===== config.mk =====
export PLATFORM = sky130hd
export DESIGN_NAME = quiz_answer_arbiter
export DESIGN_NICKNAME = d
export VERILOG_FILES = /design/src/rtl/quiz_answer_arbiter.sv
export SDC_FILE = /design/constraint.sdc
export NUM_CORES = 1
export LEC_CHECK = 0
export CAP_MARGIN = 20
export CORE_ASPECT_RATIO = 1.5
export CORE_MARGIN = 2
export CORE_UTILIZATION = 60
export DETAILED_ROUTE_END_ITERATION = 10
export DONT_BUFFER_PORTS = 1
export PLACE_DENSITY = 0.87
export SLEW_MARGIN = 5
export SYNTH_ARGS = -nofsm -noshare
export SYNTH_HDL_FRONTEND = slang
export SYNTH_SLANG_ARGS = --single-unit

===== constraint.sdc =====
create_clock -name clk -period 5.85 [get_ports clk]
set_clock_uncertainty 0.2 [all_clocks]
set_input_delay 0.8775 -clock clk [delete_from_list [all_inputs] [get_ports clk]]
set_output_delay 0.8775 -clock clk [all_outputs]
set_load 0.005 [all_outputs]

===== src/rtl/quiz_answer_arbiter.sv =====
// Quiz answer arbiter: synchronises and debounces keypads, arbitrates
// answers per round, judges them and keeps saturating per-player scores.
// Ports:
//   clk, rst (sync, active-high)
//   btn_n[K]      raw active-low keys, player 1 choice 1 at the MSB
//   round_start   opens a round, prob_ans latched at that moment
//   score_clr     zeros every score on the next edge
//   round_active  round open (ARMED/JUDGE)
//   ans_valid     one-cycle pulse per judged answer (player/choice/correct)
//   winner        player credited this round, 0 = none
//   locked        per-player lockout, bit p-1 = player p
//   scores        player p at [p*SCORE_W-1 -: SCORE_W]
module quiz_answer_arbiter #(
    parameter int NUM_PLAYERS = 2,
    parameter int NUM_CHOICES = 4,
    parameter int SCORE_W     = 4,
    parameter int DEBOUNCE    = 3,
    parameter int TIMEOUT     = 1000,
    localparam int K  = NUM_PLAYERS * NUM_CHOICES,
    localparam int CW = $clog2(NUM_CHOICES + 1),
    localparam int PW = $clog2(NUM_PLAYERS + 1)
) (
    input  logic                           clk,
    input  logic                           rst,
    input  logic [K-1:0]                   btn_n,
    input  logic                           round_start,
    input  logic [CW-1:0]                  prob_ans,
    input  logic                           score_clr,
    output logic                           round_active,
    output logic                           ans_valid,
    output logic [PW-1:0]                  ans_player,
    output logic [CW-1:0]                  ans_choice,
    output logic                           ans_correct,
    output logic [PW-1:0]                  winner,
    output logic [NUM_PLAYERS-1:0]         locked,
    output logic [NUM_PLAYERS*SCORE_W-1:0] scores
);

    localparam int DW = $clog2(DEBOUNCE + 1);
    localparam int TW = $clog2(TIMEOUT + 1);

    typedef enum logic [1:0] {
        S_IDLE,
        S_ARMED,
        S_JUDGE,
        S_DONE
    } state_t;

    logic [K-1:0]                   sync1_q, sync2_q, prev_q;
    logic [DW-1:0]                  cnt_q, cnt_d;
    logic                           armed_q, armed_d;
    state_t                         state_q, state_d;
    logic [CW-1:0]                  prob_q, prob_d;
    logic [TW-1:0]                  timer_q, timer_d;
    logic [NUM_PLAYERS-1:0]         locked_q, locked_d;
    logic [PW-1:0]                  winner_q, winner_d;
    logic                           ans_valid_q, ans_valid_d;
    logic [PW-1:0]                  ans_player_q, ans_player_d;
    logic [CW-1:0]                  ans_choice_q, ans_choice_d;
    logic                           ans_correct_q, ans_correct_d;
    logic [NUM_PLAYERS*SCORE_W-1:0] scores_q, scores_d;

    logic                           code_ok;
    logic                           ev_fire;
    logic                           ev_locked;
    logic [PW-1:0]                  ev_player;
    logic [CW-1:0]                  ev_choice;
    logic [NUM_PLAYERS-1:0]         judge_onehot;
    logic                           inc;

    // Key decode: exactly one low bit forms a valid code.
    always_comb begin
        code_ok   = ($countones(~sync2_q) == 1);
        ev_player = '0;
        ev_choice = '0;
        ev_locked = 1'b0;
        for (int p = 0; p < NUM_PLAYERS; p++) begin
            for (int c = 0; c < NUM_CHOICES; c++) begin
                if (!sync2_q[K-1-(p*NUM_CHOICES+c)]) begin
                    ev_player = PW'(p + 1);
                    ev_choice = CW'(c + 1);
                    ev_locked = locked_q[p];
                end
            end
        end
    end

    // Debounce: counter saturates once the event point is reached; the
    // armed flag blocks repeats until the pad returns to all-ones.
    always_comb begin
        if (code_ok && (sync2_q == prev_q)) begin
            cnt_d = (cnt_q == DW'(DEBOUNCE - 1)) ? cnt_q : cnt_q + DW'(1);
        end else begin
            cnt_d = '0;
        end
        ev_fire = code_ok && armed_q && (cnt_d == DW'(DEBOUNCE - 1));
        if (&sync2_q) begin
            armed_d = 1'b1;
        end else if (ev_fire) begin
            armed_d = 1'b0;
        end else begin
            armed_d = armed_q;
        end
    end

    always_comb begin
        judge_onehot = '0;
        for (int p = 0; p < NUM_PLAYERS; p++) begin
            judge_onehot[p] = (ans_player_q == PW'(p + 1));
        end
    end

    always_comb begin
        state_d       = state_q;
        prob_d        = prob_q;
        timer_d       = timer_q;
        locked_d      = locked_q;
        winner_d      = winner_q;
        ans_valid_d   = 1'b0;
        ans_player_d  = ans_player_q;
        ans_choice_d  = ans_choice_q;
        ans_correct_d = ans_correct_q;
        inc           = 1'b0;
        unique case (state_q)
            S_IDLE, S_DONE: begin
                if (round_start) begin
                    prob_d   = prob_ans;
                    locked_d = '0;
                    winner_d = '0;
                    timer_d  = '0;
                    state_d  = S_ARMED;
                end
            end
            S_ARMED: begin
                timer_d = (timer_q == TW'(TIMEOUT)) ? timer_q
                                                    : timer_q + TW'(1);
                if (ev_fire && !ev_locked) begin
                    state_d       = S_JUDGE;
                    ans_valid_d   = 1'b1;
                    ans_player_d  = ev_player;
                    ans_choice_d  = ev_choice;
                    // out-of-range prob never matches a 1..N choice
                    ans_correct_d = (ev_choice == prob_q);
                end else if (timer_q >= TW'(TIMEOUT - 1)) begin
                    state_d  = S_DONE;
                    winner_d = '0;
                end
            end
            S_JUDGE: begin
                timer_d = (timer_q == TW'(TIMEOUT)) ? timer_q
                                                    : timer_q + TW'(1);
                if (ans_correct_q) begin
                    winner_d = ans_player_q;
                    inc      = 1'b1;
                    state_d  = S_DONE;
                end else begin
                    locked_d = locked_q | judge_onehot;
                    state_d  = (&locked_d) ? S_DONE : S_ARMED;
                end
            end
            default: state_d = S_IDLE;
        endcase
    end

    always_comb begin
        scores_d = scores_q;
        if (score_clr) begin
            scores_d = '0;
        end else if (inc) begin
            for (int p = 0; p < NUM_PLAYERS; p++) begin
                if (judge_onehot[p] && (scores_q[p*SCORE_W +: SCORE_W] != '1)) begin
                    scores_d[p*SCORE_W +: SCORE_W] =
                        scores_q[p*SCORE_W +: SCORE_W] + SCORE_W'(1);
                end
            end
        end
    end

    always_ff @(posedge clk) begin
        if (rst) begin
            sync1_q       <= '1;
            sync2_q       <= '1;
            prev_q        <= '1;
            cnt_q         <= '0;
            armed_q       <= 1'b1;
            state_q       <= S_IDLE;
            prob_q        <= '0;
            timer_q       <= '0;
            locked_q      <= '0;
            winner_q      <= '0;
            ans_valid_q   <= 1'b0;
            ans_player_q  <= '0;
            ans_choice_q  <= '0;
            ans_correct_q <= 1'b0;
            scores_q      <= '0;
        end else begin
            sync1_q       <= btn_n;
            sync2_q       <= sync1_q;
            prev_q        <= sync2_q;
            cnt_q         <= cnt_d;
            armed_q       <= armed_d;
            state_q       <= state_d;
            prob_q        <= prob_d;
            timer_q       <= timer_d;
            locked_q      <= locked_d;
            winner_q      <= winner_d;
            ans_valid_q   <= ans_valid_d;
            ans_player_q  <= ans_player_d;
            ans_choice_q  <= ans_choice_d;
            ans_correct_q <= ans_correct_d;
            scores_q      <= scores_d;
        end
    end

    assign round_active = (state_q == S_ARMED) || (state_q == S_JUDGE);
    assign ans_valid    = ans_valid_q;
    assign ans_player   = ans_player_q;
    assign ans_choice   = ans_choice_q;
    assign ans_correct  = ans_correct_q;
    assign winner       = winner_q;
    assign locked       = locked_q;
    assign scores       = scores_q;

endmodule

# After elaboration in Yosys (flattened, before gate mapping)
# Index checks and enable logic that the tools add are counted.
dict set report word_totals {
  register_bits 61
  latchBits 0
  ram_bits 0
  mem_bits_ro 0
  in_bits 15
  out_inout_bits 20
  wordCells 121
  n_memories 0
}
dict set report classes {
  n_addsub 11
  mul 0
  div 0
  order_cmp 1
  eq_ne 20
  shift 0
  muxes 45
  n_bitwise 3
  reduce_logical 25
}
# op count
set ops {}
lappend ops {{$mux 2} 19}
lappend ops {{$mux 3} 7}
lappend ops {{$mux 10} 2}
lappend ops {{$pmux 10 s2} 1}
lappend ops {{$reduce_and 2->1} 7}
lappend ops {{$mux 1} 13}
lappend ops {{$ne 2x2->1 const B} 6}
lappend ops {{$pmux 2 s3} 2}
lappend ops {{$add 10x1->10 const B} 1}
lappend ops {{$eq 10x10->1 const B} 1}
lappend ops {{$eq 2x2->1 const B} 5}
lappend ops {{$ge 10x10->1 const B} 1}
lappend ops {{$reduce_or 2->1} 5}
lappend ops {{$add 1x1->2} 4}
lappend ops {{$add 4x1->4 const B} 2}
lappend ops {{$eq 8x8->1} 1}
lappend ops {{$ne 4x4->1 const B} 2}
lappend ops {{$not 8->8} 1}
lappend ops {{$reduce_and 8->1} 1}
lappend ops {{$add 2x2->3} 2}
lappend ops {{$logic_and 1x1->1} 6}
lappend ops {{$add 3x3->4} 1}
lappend ops {{$eq 2x1->1 const B} 2}
lappend ops {{$eq 4x1->1 const B} 1}
lappend ops {{other kinds (12)} 12}

# Logic depth before layout (Yosys ltp)
dict set report depth {
  ltp_word 12
  depth_mapped 13
  ltp_nobuf 13
}

# Worst setup path after synthesis
# OpenSTA, ideal clock, no wires.
dict set report synth_timing {
  path_kind {reg-to-reg}
  from {reg sync2_q[0]}
  to {reg winner_q[0] (netlist: winner[0])}
  setup_ps 117
  arrival_time_ps 3570
  required_time_ps 5533
  slack_ps 1963
  path_stages_with_launch 13
  path_buffers 0
  period_less_slack_ps 3887
  path_cell_list {dfxtp_1 > fa_1 > inv_1 > fa_1 > fa_1 > ha_1 > inv_1 > fa_1 > nand4_1 > nor4_4 > nand3_4 > nor4b_1 > a22o_1}
}
dict set report synth_between {
  elab_chain_cells 12
  word_cells_on_any_way 16
  cone_classes {add/sub (3); eq/ne (4); mux (2); bitwise (1); reduce/logical (6)}
}
# element line
set synth_lines {}
lappend synth_lines {{start: declaration} 49} ;# logic [K-1:0] sync1_q, sync2_q, prev_q;
lappend synth_lines {{start signal: assignment} 198} ;# sync2_q <= sync1_q;
lappend synth_lines {{$not 8->8} 73} ;# code_ok = ($countones(~sync2_q) == 1);
lappend synth_lines {{$add 1x1->2 (not written as such)} 73}
lappend synth_lines {{$add 2x2->3 (not written as such)} 73}
lappend synth_lines {{$add 3x3->4 (not written as such)} 73}
lappend synth_lines {{$eq 4x1->1} 73}
lappend synth_lines {{$logic_and 1x1->1} 91} ;# if (code_ok && (sync2_q == prev_q)) begin
lappend synth_lines {{$mux 2} 91}
lappend synth_lines {{$eq 2x2->1} 96} ;# ev_fire = code_ok && armed_q && (cnt_d == DW'(DEBOUNCE - 1));
lappend synth_lines {{$logic_and 1x1->1} 96}
lappend synth_lines {{$logic_and 1x1->1 (*)} 137} ;# if (ev_fire && !ev_locked) begin
lappend synth_lines {{$ne 2x2->1 (no source line) (*)} n/a}
lappend synth_lines {{$reduce_and 4->1 (no source line) (*)} n/a}
lappend synth_lines {{end signal: assignment} 206} ;# winner_q <= winner_d;
lappend synth_lines {{end: declaration} 56} ;# logic [PW-1:0] winner_q, winner_d;
# Every way passes the cells marked *; elsewhere a longest branch is shown, timed or not.
# A chain may end at the register's enable or synchronous reset.

# Worst setup path in the final report
dict set report layout_timing {
  from {reg sync2_q[3]}
  to {reg winner_q[0] (netlist: winner[0])}
}
# The elaborated chain is that of the path after synthesis.

==> metrics <==
outcome finished, violations left; violations in the final reports design-rule violations; TritonCTS Buffers 9; total of flip-flops plus latches after synthesis 61; synthesized instance count 292; CTS tree built; count of port buffers added during placement 0; post-CTS sizing 0; commonest cells after routing, fill and taps aside dfxtp_1 (61), inv_1 (24), nor2_1 (23); Die Footprint 0.005097 mm^2; number of standard cells in the final layout excluding fillers 347; Final Net Count 324; Final Util 0.6703; maximum number of pins on one net before global-route repair 37; overflow left after global routing 0; critical path data arrival time 4200 ps; net count of the mapped netlist 322; 1st-iter DRT viols 81; number of setup violations in the final report 0; max capacitance violation total 0; proportion of layout cells with a drive suffix above 1 0.1438; most common cell after layout, fill and taps aside dfxtp_1; number of iterations in the first detailed-routing pass 7; Skew-Pair Late Insertion Delay 350 ps; count of endpoints failing hold in the final timing report 0; Worst Path Class, Setup reg2reg; class of the tightest hold or removal check reg2reg; biggest fanout along the worst timing path 10; Post-synth EDFFs 0; antenna violations before repair 0; Rel. slew slack 0.5073; fraction of synthesis flops using an asynchronous set or reset pin 0; final weighted congestion in routability-driven placement between 0.8 and 0.9; via count of the first global-routing pass 1,890; maximum clock insertion buffer count 2; clock-pin slew on the worst setup and hold paths 70 ps; sequential share of the synthesized area 0.4491; overall fraction of global-route tracks in use 0.2314; post-CTS setup-driven buffer insertion count 0; number of distinct library cells after synthesis 46; warning count from the yosys run 0; Post-Syn Area per Cell 9.311 um^2; via count of the routed design 2,025; clock sink count 61; Final Cycle Share 0.7106; Max VDD drop 0.2485 mV; detailed-route vias per instance 5.836; minimum clock period slightly above 4000 ps; die outline height 86.45 um; Core Rows 30; n_diodes 0; most used flip-flop cell after synthesis dfxtp_1; leakage 1.194 nW; I/O pin total 35; pin slew with the least headroom to its limit around 730 ps; Clock Root Buffer clkbuf_8; count of hold buffers inserted by post-cts repair 0; setup TNS 0 ps; wire length per cell 15.54 um; overall power about 0.0010 W; Critical Path End Type flop; global-route wire length before repair between 8000 and 9000 um; HPWL after DPL 3797 um; final hold slack roughly 200 ps; Core ar. around 0.0044 mm^2; unrepaired setup endpoints after global routing no; critical path launch point type flop; peak clock frequency supported by timing approximately 0.24 GHz; growth of design area from synthesis to finish 9.204%; power per cell area 344.0 mW/mm^2; effective utilization at floorplan 0.6138; count of antenna-violating nets left after detailed routing 0; area of the mapped netlist 0.002719 mm^2; Req. time, crit path 5900 ps; die extent in x 58.97 um; Placed Cells 331; number of design rule violations left after detail routing 1; number of levels in the clock H-tree 3; pins over their slew limit 0; Post-Route WL 5392 um
-- stage by stage --
stage          cell area (um^2)  setup slack [ps]
4_1_cts                    2969              1704
5_1_grt                    2969              1495
3_3_place_gp               2744              1847
6_report                   2969              1693
3_5_place_dp               2744              1715
2_1_floorplan              2719              1963
-- flip-flops by register name, summed over array words and instances, names as in the netlist --
name,count
prob_q,3
prev_q,8
armed_q,1
ans_player,2
ans_choice,3
cnt_q,2
state_q,2
sync2_q,8
sync1_q,8
ans_valid,1
scores,8
winner,2
locked,2
timer_q,10
ans_correct,1
-- critical path: stages, from the launching register on --
cell	delay [ps]
dfxtp_1	500
fa_1	460
inv_1	70
fa_1	430
fa_1	510
ha_1	180
inv_1	60
fa_1	480
nand4_1	150
nor4_4	410
nand3_4	210
nor4b_1	220
a22o_1	180
-- power by group --
group	leakage, nW	internal (W)	total, W	switching, W
Combinational	0.581	0.0000555	0.000149	0.0000935
Sequential	0.497	0.000435	0.000450	0.0000151
Clock	0.116	0.000262	0.000423	0.000161
Total	1.19	0.000752	0.00102	0.000270
-- area by class of cell --
cell class              count  area (um^2)
flip-flops and latches     61         1221
fillers                   335         1460
clock inverters             4        70.07
clock buffers              12        155.1
multi-input cells         197         1369
well taps                  48        60.06
inverters                  25        93.84
-- cells by family after synthesis --
group           Yosys count  share of synthesized area
simple gates            108                     0.2158
flops                    61                     0.4491
compound gates           46                     0.1118
buf+inv                  34                    0.04740
xor+xnor                 20                    0.06443
fa+ha+maj                15                    0.08007
mux                       8                    0.03129
-- Yosys cell counts (all sizes together) (9+ instances only) --
master	count	area share
dfxtp	61	0.45
inv	24	0.033
nor2	24	0.034
nand2	21	0.029
or2	19	0.044
a21oi	15	0.029
xnor2	12	0.039
ha	11	0.051
nand3	11	0.025
o21ai	11	0.020
nand4	9	0.021
-- per-layer routing --
metal  up-vias  global-route usage  part of all wire  routed length (um)
met2        53              0.3879              0.51                2739
met1       957              0.2457              0.40                2151
met3        15             0.09552             0.064                 345
met5         -                   0                 0                   0
li1       1000                   -                 -                   -
met4         0              0.1116             0.029                 157
-- worst paths after layout --
path                                  from         end  slack (ps)  depth (start not counted)
worst max-delay path            sync2_q[3]   winner[0]        1690                         12
worst max register to register  sync2_q[3]   winner[0]        1690                         12
worst min-delay path            sync1_q[1]  sync2_q[1]         200                          1
worst min register to register  sync1_q[1]  sync2_q[1]         200                          1
(Power assumes the default switching activity.)
